<file path="src/rtl/lsq_issue_arbiter_if.sv">
// lsq_issue_arbiter_if: LQ/SQ/sub-unit handshake bundle for the memory-issue arbiter
interface lsq_issue_arbiter_if #(parameter int NUM_SUBUNITS = 4);
  localparam int SUB_W = NUM_SUBUNITS > 1 ? $clog2(NUM_SUBUNITS) : 1;
  logic                    lq_valid;
  logic [SUB_W-1:0]        lq_subunit;
  logic                    lq_store_conflict;
  logic                    lq_pop;
  logic                    sq_valid;
  logic [SUB_W-1:0]        sq_subunit;
  logic                    sq_has_paired_load;
  logic                    sq_pop;
  logic                    sq_no_released_pending;
  logic [NUM_SUBUNITS-1:0] subunit_ready;
  logic                    amo_done;
  logic                    fence_req;
  logic                    fence_done;
  logic                    issue_valid;
  logic                    issue_is_store;
  logic [SUB_W-1:0]        issue_subunit;
  modport master (
    output lq_valid, lq_subunit, lq_store_conflict, sq_valid, sq_subunit, sq_has_paired_load,
           sq_no_released_pending, subunit_ready, amo_done, fence_req,
    input  lq_pop, sq_pop, fence_done, issue_valid, issue_is_store, issue_subunit
  );
  modport slave (
    input  lq_valid, lq_subunit, lq_store_conflict, sq_valid, sq_subunit, sq_has_paired_load,
           sq_no_released_pending, subunit_ready, amo_done, fence_req,
    output lq_pop, sq_pop, fence_done, issue_valid, issue_is_store, issue_subunit
  );
endinterface

</file>
<file path="src/rtl/lsq_issue_arbiter.sv">
// lsq_issue_arbiter: load/store memory-issue slot arbiter with store starvation guard, AMO and fence sequencing
// Optional LSQ_ARB_PERF_EN adds saturating store-stall and fence-drain cycle counters.
module lsq_issue_arbiter #(
  parameter int NUM_SUBUNITS       = 4,
  parameter int STORE_STARVE_LIMIT = 4
) (
  input  logic                     clk,
  input  logic                     rst,
  lsq_issue_arbiter_if.slave       bus
`ifdef LSQ_ARB_PERF_EN
  ,
  output logic [15:0]              perf_store_stall,
  output logic [15:0]              perf_fence_cycles
`endif
);
  localparam int SUB_W = NUM_SUBUNITS > 1 ? $clog2(NUM_SUBUNITS) : 1;
  localparam logic [3:0] LIMIT = 4'(STORE_STARVE_LIMIT);
  typedef enum logic [1:0] {NORMAL, AMO_WAIT, FENCE_DRAIN} state_t;
  state_t     r_state, w_next;
  logic [3:0] r_starve;
  logic       r_fence_pend;
  logic       w_ld_ok, w_st_ok, w_st_win, w_lq_pop, w_sq_pop, w_fence_done;
  assign w_ld_ok  = bus.lq_valid & ~bus.lq_store_conflict & bus.subunit_ready[bus.lq_subunit];
  assign w_st_ok  = bus.sq_valid & bus.subunit_ready[bus.sq_subunit];
  assign w_st_win = w_st_ok & (~w_ld_ok | r_starve == LIMIT);
  always_comb begin
    w_next       = r_state;
    w_lq_pop     = 1'b0;
    w_sq_pop     = 1'b0;
    w_fence_done = 1'b0;
    if (!rst) begin
      case (r_state)
        NORMAL: begin
          w_sq_pop = w_st_win;
          w_lq_pop = w_ld_ok & ~w_st_win;
          w_next   = (w_sq_pop & bus.sq_has_paired_load) ? AMO_WAIT :
                     (bus.fence_req | r_fence_pend) ? FENCE_DRAIN : NORMAL;
        end
        AMO_WAIT: w_next = bus.amo_done ? ((r_fence_pend | bus.fence_req) ? FENCE_DRAIN : NORMAL) : AMO_WAIT;
        FENCE_DRAIN: begin
          w_sq_pop     = w_st_ok;
          w_fence_done = bus.sq_no_released_pending & ~bus.sq_valid;
          w_next       = (w_sq_pop & bus.sq_has_paired_load) ? AMO_WAIT :
                         w_fence_done ? NORMAL : FENCE_DRAIN;
        end
        default: w_next = NORMAL;
      endcase
    end
  end
  assign bus.lq_pop         = w_lq_pop;
  assign bus.sq_pop         = w_sq_pop;
  assign bus.fence_done     = w_fence_done;
  assign bus.issue_valid    = w_lq_pop | w_sq_pop;
  assign bus.issue_is_store = w_sq_pop;
  assign bus.issue_subunit  = w_sq_pop ? bus.sq_subunit : w_lq_pop ? bus.lq_subunit : SUB_W'(0);
  // A fence seen outside an active drain is remembered; an AMO issued mid-drain re-arms it
  always_ff @(posedge clk) begin
    if (rst) begin
      r_state      <= NORMAL;
      r_starve     <= 4'd0;
      r_fence_pend <= 1'b0;
    end else begin
      r_state      <= w_next;
      r_starve     <= w_sq_pop ? 4'd0 : (w_st_ok & w_lq_pop & r_starve < LIMIT) ? r_starve + 4'd1 : r_starve;
      r_fence_pend <= (w_next == FENCE_DRAIN && r_state != FENCE_DRAIN) ? 1'b0 :
                      r_fence_pend | (bus.fence_req && r_state != FENCE_DRAIN) |
                      (r_state == FENCE_DRAIN && w_next == AMO_WAIT);
    end
  end
`ifdef LSQ_ARB_PERF_EN
  always_ff @(posedge clk) begin
    if (rst) begin
      perf_store_stall  <= 16'd0;
      perf_fence_cycles <= 16'd0;
    end else begin
      perf_store_stall  <= (bus.sq_valid & ~w_sq_pop & ~&perf_store_stall) ? perf_store_stall + 16'd1 : perf_store_stall;
      perf_fence_cycles <= (r_state == FENCE_DRAIN && !(&perf_fence_cycles)) ? perf_fence_cycles + 16'd1 : perf_fence_cycles;
    end
  end
`endif
endmodule
</file>
<file path="src/flat_wrapper.sv">
// flat-port wrapper written by rule: the top's interface ports become plain ports
module lsq_issue_arbiter_flat 
#(
  parameter int NUM_SUBUNITS       = 4,
  parameter int STORE_STARVE_LIMIT = 4
)
  (clk, rst, bus_lq_valid, bus_lq_subunit, bus_lq_store_conflict, bus_sq_valid, bus_sq_subunit, bus_sq_has_paired_load, bus_sq_no_released_pending, bus_subunit_ready, bus_amo_done, bus_fence_req, bus_lq_pop, bus_sq_pop, bus_fence_done, bus_issue_valid, bus_issue_is_store, bus_issue_subunit);
  lsq_issue_arbiter_if #(.NUM_SUBUNITS(NUM_SUBUNITS)) bus_i ();
  input  logic clk;
  input  logic rst;
  input wire logic [$bits(bus_i.lq_valid)-1:0] bus_lq_valid;
  input wire logic [$bits(bus_i.lq_subunit)-1:0] bus_lq_subunit;
  input wire logic [$bits(bus_i.lq_store_conflict)-1:0] bus_lq_store_conflict;
  input wire logic [$bits(bus_i.sq_valid)-1:0] bus_sq_valid;
  input wire logic [$bits(bus_i.sq_subunit)-1:0] bus_sq_subunit;
  input wire logic [$bits(bus_i.sq_has_paired_load)-1:0] bus_sq_has_paired_load;
  input wire logic [$bits(bus_i.sq_no_released_pending)-1:0] bus_sq_no_released_pending;
  input wire logic [$bits(bus_i.subunit_ready)-1:0] bus_subunit_ready;
  input wire logic [$bits(bus_i.amo_done)-1:0] bus_amo_done;
  input wire logic [$bits(bus_i.fence_req)-1:0] bus_fence_req;
  output wire logic [$bits(bus_i.lq_pop)-1:0] bus_lq_pop;
  output wire logic [$bits(bus_i.sq_pop)-1:0] bus_sq_pop;
  output wire logic [$bits(bus_i.fence_done)-1:0] bus_fence_done;
  output wire logic [$bits(bus_i.issue_valid)-1:0] bus_issue_valid;
  output wire logic [$bits(bus_i.issue_is_store)-1:0] bus_issue_is_store;
  output wire logic [$bits(bus_i.issue_subunit)-1:0] bus_issue_subunit;
  assign bus_i.lq_valid = bus_lq_valid;
  assign bus_i.lq_subunit = bus_lq_subunit;
  assign bus_i.lq_store_conflict = bus_lq_store_conflict;
  assign bus_i.sq_valid = bus_sq_valid;
  assign bus_i.sq_subunit = bus_sq_subunit;
  assign bus_i.sq_has_paired_load = bus_sq_has_paired_load;
  assign bus_i.sq_no_released_pending = bus_sq_no_released_pending;
  assign bus_i.subunit_ready = bus_subunit_ready;
  assign bus_i.amo_done = bus_amo_done;
  assign bus_i.fence_req = bus_fence_req;
  assign bus_lq_pop = bus_i.lq_pop;
  assign bus_sq_pop = bus_i.sq_pop;
  assign bus_fence_done = bus_i.fence_done;
  assign bus_issue_valid = bus_i.issue_valid;
  assign bus_issue_is_store = bus_i.issue_is_store;
  assign bus_issue_subunit = bus_i.issue_subunit;
  lsq_issue_arbiter #(.NUM_SUBUNITS(NUM_SUBUNITS), .STORE_STARVE_LIMIT(STORE_STARVE_LIMIT)) u_core (.clk(clk), .rst(rst), .bus(bus_i));
endmodule
</file>
<file path="config.mk">
export PLATFORM = sky130hd
export DESIGN_NAME = lsq_issue_arbiter_flat
export DESIGN_NICKNAME = d
export VERILOG_FILES = /design/src/rtl/lsq_issue_arbiter_if.sv /design/src/rtl/lsq_issue_arbiter.sv /design/src/flat_wrapper.sv
export SDC_FILE = /design/constraint.sdc
export NUM_CORES = 1
export LEC_CHECK = 0
export ABC_AREA = 1
export CORE_MARGIN = 2
export CORE_UTILIZATION = 46
export DETAILED_ROUTE_END_ITERATION = 10
export PLACE_DENSITY_LB_ADDON = 0.3
export SETUP_SLACK_MARGIN = 0.3
export SLEW_MARGIN = 25
export SYNTH_ARGS = -nofsm -noshare
export SYNTH_HDL_FRONTEND = slang
export SYNTH_SLANG_ARGS = --single-unit
</file>
<file path="constraint.sdc">
create_clock -name clk -period 3.2 [get_ports clk]
set_input_delay 0.96 -clock clk [delete_from_list [all_inputs] [get_ports clk]]
set_output_delay 0.96 -clock clk [all_outputs]
set_load 0.01 [all_outputs]
</file>
Word level (Yosys, flattened, before mapping)
Index checks and enable logic that the tools add are counted.
- output and inout port bits: 7
- logic and storage cells: 57
- memory bits (writable): 0
- register bits: 7
- memories: 0
- latch bits: 0
- ROM bits: 0
- bits of input ports: 17
- add/subtract/negate cells: 1
- bitwise operators: 19
- reductions and logical operators: 6
- divide/modulo/power cells: 0
- eq/ne operators: 6
- multipliers: 0
- mux-type cells: 19
- $lt $le $gt $ge: 3
- shifts and indexed selects: 0
- operators with widths (kind ; number):
    $mux 2 ; 8
    $and 1x1->1 ; 10
    $mux 1 ; 7
    $lt 2x3->1 const B ; 2
    $pmux 2 s3 ; 1
    $or 1x1->1 ; 5
    $add 4x1->4 const B ; 1
    $bmux 1 s2 ; 2
    $eq 2x1->1 const B ; 2
    $eq 2x2->1 const B ; 2
    $eq 4x3->1 const B ; 1
    $lt 4x3->1 const B ; 1
    $not 1->1 ; 4
    $reduce_or 2->1 ; 2
    $logic_and 1x1->1 ; 3
    $logic_not 2->1 ; 1
    $ne 2x2->1 const B ; 1
    $pmux 1 s2 ; 1

Depth between registers and ports, before layout
- depth after elaboration: 13
- depth in mapped cells: 12
- depth with buffers taken out: 12

Worst setup path before layout
OpenSTA, ideal clock, no wires.
- path kind: input-to-output
- start: input port bus_subunit_ready[1]
- end: output port bus_issue_subunit[1]
- slack: 0.439 ns
- stages: 10
- buffers on the path: 0
- required time: 2.240 ns
- data arrival time: 1.801 ns
- cell sequence: inv_1 nand2_1 nand3_2 nand2_4 nand2_4 nor2_2 nand2_4 nor2_4 nand2_1 o21ai_0
- elaborated cells between the ends (all ways): 17
- those cells by class: mux (10); bitwise (7)
- RTL lines (what ; line ; text):
    from (decl) ; flat_wrapper.sv:18 ; input wire logic [$bits(bus_i.subunit_ready)-1:0] bus_subunit_ready;
    $bmux 1 s2 ; lsq_issue_arbiter.sv:23 ; assign w_ld_ok = bus.lq_valid & ~bus.lq_store_conflict & bus.subunit_ready[bus.lq_subunit];
    $mux 1 (implied by the code) ; lsq_issue_arbiter.sv:23 ;
    $and 1x1->1 ; lsq_issue_arbiter.sv:23 ;
    $not 1->1 ; lsq_issue_arbiter.sv:25 ; assign w_st_win = w_st_ok & (~w_ld_ok | r_starve == LIMIT);
    $or 1x1->1 ; lsq_issue_arbiter.sv:25 ;
    $and 1x1->1 ; lsq_issue_arbiter.sv:25 ;
    $pmux 1 s2 (*) ; lsq_issue_arbiter.sv:32 ; case (r_state)
    $mux 1 (*) ; lsq_issue_arbiter.sv:31 ; if (!rst) begin
    net bus_issue_is_store ; flat_wrapper.sv:25 ; output wire logic [$bits(bus_i.issue_is_store)-1:0] bus_issue_is_store;
    $mux 2 (*) ; lsq_issue_arbiter.sv:55 ; assign bus.issue_subunit = w_sq_pop ? bus.sq_subunit : w_lq_pop ? bus.lq_subunit : SUB_W'(0);
    to (decl) ; flat_wrapper.sv:26 ; output wire logic [$bits(bus_i.issue_subunit)-1:0] bus_issue_subunit;
The timed path passes the listed nets; every way through them passes the cells marked *. The select of a mux whose other input is x is not followed.

Final worst setup path
- start: input port bus_lq_subunit[0]
- end: output port bus_issue_subunit[0]
- word-level cells in the longest chain between the ends: 12
- elaborated cells between the ends (all ways): 14
- those cells by class: mux (8); bitwise (6)
- ends and longest elaborated chain (what ; line ; text):
    from (decl) ; flat_wrapper.sv:12 ; input wire logic [$bits(bus_i.lq_subunit)-1:0] bus_lq_subunit;
    $bmux 1 s2 ; lsq_issue_arbiter.sv:23 ;
    $mux 1 (implied by the code) ; lsq_issue_arbiter.sv:23 ;
    $and 1x1->1 ; lsq_issue_arbiter.sv:23 ;
    $not 1->1 ; lsq_issue_arbiter.sv:25 ;
    $or 1x1->1 ; lsq_issue_arbiter.sv:25 ;
    $and 1x1->1 ; lsq_issue_arbiter.sv:25 ;
    $not 1->1 ; lsq_issue_arbiter.sv:35 ; w_lq_pop = w_ld_ok & ~w_st_win;
    $and 1x1->1 ; lsq_issue_arbiter.sv:35 ;
    $mux 1 ; lsq_issue_arbiter.sv:32 ;
    $mux 1 ; lsq_issue_arbiter.sv:31 ;
    $mux 2 ; lsq_issue_arbiter.sv:55 ;
    $mux 2 (*) ; lsq_issue_arbiter.sv:55 ;
Mark *: on every way between the ends. The rest lies on a longest branch, timed or not. The select of a mux whose other input is x is not followed.

==> out/qor.log <==
qor: synthesis.synth.cells.most_frequent 21 x sky130_fd_sc_hd__nand2_1, 17 x sky130_fd_sc_hd__inv_1, 13 x sky130_fd_sc_hd__nor2_1
qor: synthesis.synth.area.top_cells sky130_fd_sc_hd__dfxtp_1 22%, sky130_fd_sc_hd__nand2_1 12%, sky130_fd_sc_hd__inv_1 9.8%, sky130_fd_sc_hd__nor2_1 7.5%, sky130_fd_sc_hd__nand3_1 6.9%
qor: synthesis.muxShareOfSynthArea 0%
qor: synthesis.synth_top_family_by_area simple AND/OR/NAND/NOR gates
qor: timing.worst_pin_slew 295 ps
qor: timing.final-hold-violation-count 0
qor: die.die-width 41.6 microns
qor: synthesis.post_synth_top_area_cell sky130_fd_sc_hd__dfxtp_1
qor: die.pin_count 24
qor: synthesis.synth_fa_ha_area_share 3.85%
qor: synthesis.post_synth_inst_count 104
qor: worst_setup_path.worst-endpoint-required 2240 ps
qor: worst_setup_path.critPathSlowestCell sky130_fd_sc_hd__o21ai_1
qor: global_route.global_route.overflow_total 0
qor: worst_setup_path.setup.worst_path.end bus_issue_subunit[0]
qor: global_route.grt_antenna_before_repair 0
qor: synthesis.synthSimpleGateAreaFrac 53.7%
qor: synthesis.synth.yosys.seq_area_share 21.5%
qor: power.power.leakage 0.569 nW
qor: placed_design.placedInstanceArea 990 sq um
qor: synthesis.post_synthesis_compound_gate_area_fraction 7.69%
qor: cts.clkTransAtPathRegs 50 ps
qor: worst_setup_path.cp_max_fo 4
qor: route.route.detailed.drc 0
qor: cts.clk_root_buffer_cell sky130_fd_sc_hd__clkbuf_4
qor: power.cellPowerDensity 280 nW/um^2
qor: final_layout.fin_cells 165
qor: global_route.globalRouteTotalUtil 22.6%
qor: synthesis.synth_edf_count 0
qor: worst_setup_path.critical_path.startpoint bus_lq_subunit[0]
qor: route.wl 1990 microns
qor: worst_setup_path.cp-start-kind input port
qor: global_route.vias_in_the_first_global_route 794
qor: cts.worst_skew_pair.late_latency 250 ps
qor: min_path.count_of_cells_along_the_worst_hold_path 2
qor: global_route.pin_count_of_the_biggest_net_entering_global_routing 7
qor: route.post_drt_via_cell_ratio 4.92
qor: die.die-area 1730 sq um
qor: final_layout.antenna-diode-count 0
qor: timing.slew_headroom 80.3%
qor: route.detailroute.via_count 811
qor: route.drtIter0Drc 27
qor: final_layout.fin_nets 170
qor: final_layout.design_area 1100 sq um
qor: die.row_count 13
qor: timing.layout_min_cycle_time 2930 ps
qor: synthesis.async_set_or_reset_register_ratio_after_synthesis 0%
qor: die.die_y 41.6 microns
qor: worst_setup_path.crit_family buffers and inverters
qor: placed_design.cell_count_after_placement 154
qor: route.number_of_nets_with_antenna_violations_after_detailed_routing 0
qor: die.placeableCoreArea 1320 sq um
qor: synthesis.synth-seq-cells 7
qor: worst_setup_path.timing.critical_path.depth 10
qor: run_status.status finished, final reports clean
qor: synthesis.avgSynthCellArea 6.26 sq um
qor: placed_design.routability_driven_placement_congestion_ratio 0.820
qor: final_layout.area_delta_synth_final 68.7%
qor: route.first_pass_iters 6
qor: worst_setup_path.rr_worst_depth 11
qor: cts.tritoncts_num_sinks 7
qor: placed_design.port_buffers 23
qor: cts.cts_inserted_buffers 3
qor: timing.final_max_slew_viol_count 0
qor: timing.setup_repair_after_global_routing_missed_its_margin yes
qor: job.drv_cap 0
qor: cts.clock_tree.htree_level_count 1
qor: global_route.wire_length_of_the_first_global_routing_pass 3100 microns
qor: cts.cts_tree built
qor: route.routed_wire_per_std_cell 12.0 microns
qor: synthesis.area_of_the_mapped_netlist 651 sq um
qor: worst_setup_path.crit_buf_inv 4
qor: synthesis.synthMostInstantiatedCell sky130_fd_sc_hd__nand2_1
qor: synthesis.synth.yosys.warnings 0
qor: min_path.timing.hold.worst.class reg2reg
qor: timing.report.final.setup_viol 0
qor: cts.cts_hold_repair.buffers 0
qor: timing.skew 3.40 ps
qor: die.initial_core_util 49.4%
qor: synthesis.synth_fp_nets 123
qor: worst_setup_path.cp_slowest_stage_delay 160 ps
qor: worst_setup_path.timing.critical_path.cells buf_8 > inv_6 > nand2_2 > nand3_2 > nand4_2 > buf_4 > nand2_1 > nand2_2 > o21ai_1 > buf_2
qor: cts.ctsLongestPathBuffers 2
qor: synthesis.synth_largest_type_area_fraction 21.5%
qor: synthesis.postSynth.topFlopCell sky130_fd_sc_hd__dfxtp_1
qor: worst_setup_path.critical_path.reg2reg.startpoint u_core.r_starve[0]
qor: worst_setup_path.worstPathArrival 1970 ps
qor: worst_setup_path.worst-r2r-setup-slack 1650 ps
qor: timing.fmax 0.342 GHz
qor: worst_setup_path.timing.setup.critical_path_class in2out
qor: placed_design.dp.final_hpwl 1310 microns
qor: timing.period_utilization_post_route 91.5%
qor: power.worst_ir_drop_vdd 0.220 mV
qor: worst_setup_path.regToRegEndpoint u_core.r_starve[2]
qor: power.finalPower 0.000308 W
qor: worst_setup_path.kind_of_capture_point_of_the_worst_setup_path output pin
qor: synthesis.synth_xor_xnor_area_share 0%
qor: final_layout.final_layout_size_suffix_gt1_share 49.3%
qor: synthesis.yosysUniqueCellTypes 22
qor: worst_setup_path.library_cell_appearing_most_often_on_the_critical_path sky130_fd_sc_hd__nand2_2
==> layout by cell type, fill, tap and decap left out, types with 2 or more instances in the layout <==
master and instances:
sky130_fd_sc_hd__buf_4 19, sky130_fd_sc_hd__nand2_1 17, sky130_fd_sc_hd__inv_1 11, sky130_fd_sc_hd__nor2_1 10, sky130_fd_sc_hd__inv_2 8, sky130_fd_sc_hd__nand3_1 8
sky130_fd_sc_hd__buf_6 8, sky130_fd_sc_hd__nand2_2 7, sky130_fd_sc_hd__a21oi_1 7, sky130_fd_sc_hd__buf_2 7, sky130_fd_sc_hd__dfxtp_1 7, sky130_fd_sc_hd__nand3_2 5
sky130_fd_sc_hd__nor2_4 5, sky130_fd_sc_hd__clkdlybuf4s50_1 4, sky130_fd_sc_hd__nand2_4 3, sky130_fd_sc_hd__o21ai_1 3, sky130_fd_sc_hd__clkbuf_4 3, sky130_fd_sc_hd__nor2_2 2
sky130_fd_sc_hd__ha_1 2, sky130_fd_sc_hd__dlygate4sd2_1 2, sky130_fd_sc_hd__buf_8 2
==> metal layers <==
layer | track usage, % | routed length, microns
met5 | 0 | 0
met3 | 3.04 | 95
met2 | 41.6 | 1040
met4 | 9.68 | 29
met1 | 25.5 | 827
==> worst min-delay path, delay by kind of cell (launching register included) <==
kind	cells	cell delay (ps)
AND/OR/NAND/NOR	1	60
AO/OA/AOI/OAI	1	50
flip-flops	1	320
==> kinds of logic (layout without fill, tap and decap cells) <==
group	Yosys count	after routing
and+or+nand+nor	63	63
AOI/OAI and AO/OA	10	10
buffers and inverters	22	68
adders and majority gates	2	2
DFF	7	7
==> stage by stage <==
| step | util [%] | hold WS, ps | setup WS [ps] | TNS [ps] |
|---|---|---|---|---|
| finish | 83.3 | 483 | 273 | 0 |
| global route | 83.3 | 513 | 196 | 0 |
| global placement | 75.1 | 458 | -559 | -2980 |
| detailed placement | 75.1 | 473 | -618 | -3260 |
| floorplan | - | 435 | 439 | 0 |
| CTS | 78.0 | 480 | 253 | 0 |
==> power by group <==
group | total (W) | internal [W] | switching (W)
logic | 0.000130 | 0.0000653 | 0.0000651
registers | 0.0000971 | 0.0000919 | 0.00000515
clock network | 0.0000801 | 0.0000476 | 0.0000325
==> state kept, by name, summed over array words and instances, names as in the netlist <==
register,count
u_core.r_fence_pend,1
u_core.r_starve,4
u_core.r_state,2
==> area by class of cell <==
| cell class | count | area, sq um |
|---|---|---|
| multi-input cells | 75 | 459 |
| repair buffers | 43 | 367 |
| fillers | 84 | 220 |
| flip-flops and latches | 7 | 140 |
| inverters | 21 | 86.3 |
| clock buffers | 4 | 26.3 |
| well taps | 15 | 18.8 |
==> what timing repair did <==
item | in CTS | in global routing
setup buffers | 4 | 3
gates cloned | 0 | 0
gates resized for setup | 88 | 15
pin swaps | 15 | 15
endpoints found under the setup margin | 7 | 6
==> worst min path at each step <==
stage,from,slack [ps],endpoint
after detailed placement,u_core.r_starve[2],470,u_core.r_starve[2]
final,u_core.r_starve[0],480,u_core.r_starve[0]
after global placement,u_core.r_starve[3],460,u_core.r_starve[3]
after CTS,u_core.r_starve[2],480,u_core.r_starve[2]
after global routing,u_core.r_starve[0],510,u_core.r_starve[0]
after floorplan,u_core.r_starve[3],440,u_core.r_starve[3]
Power figures use the tool's default switching activity.
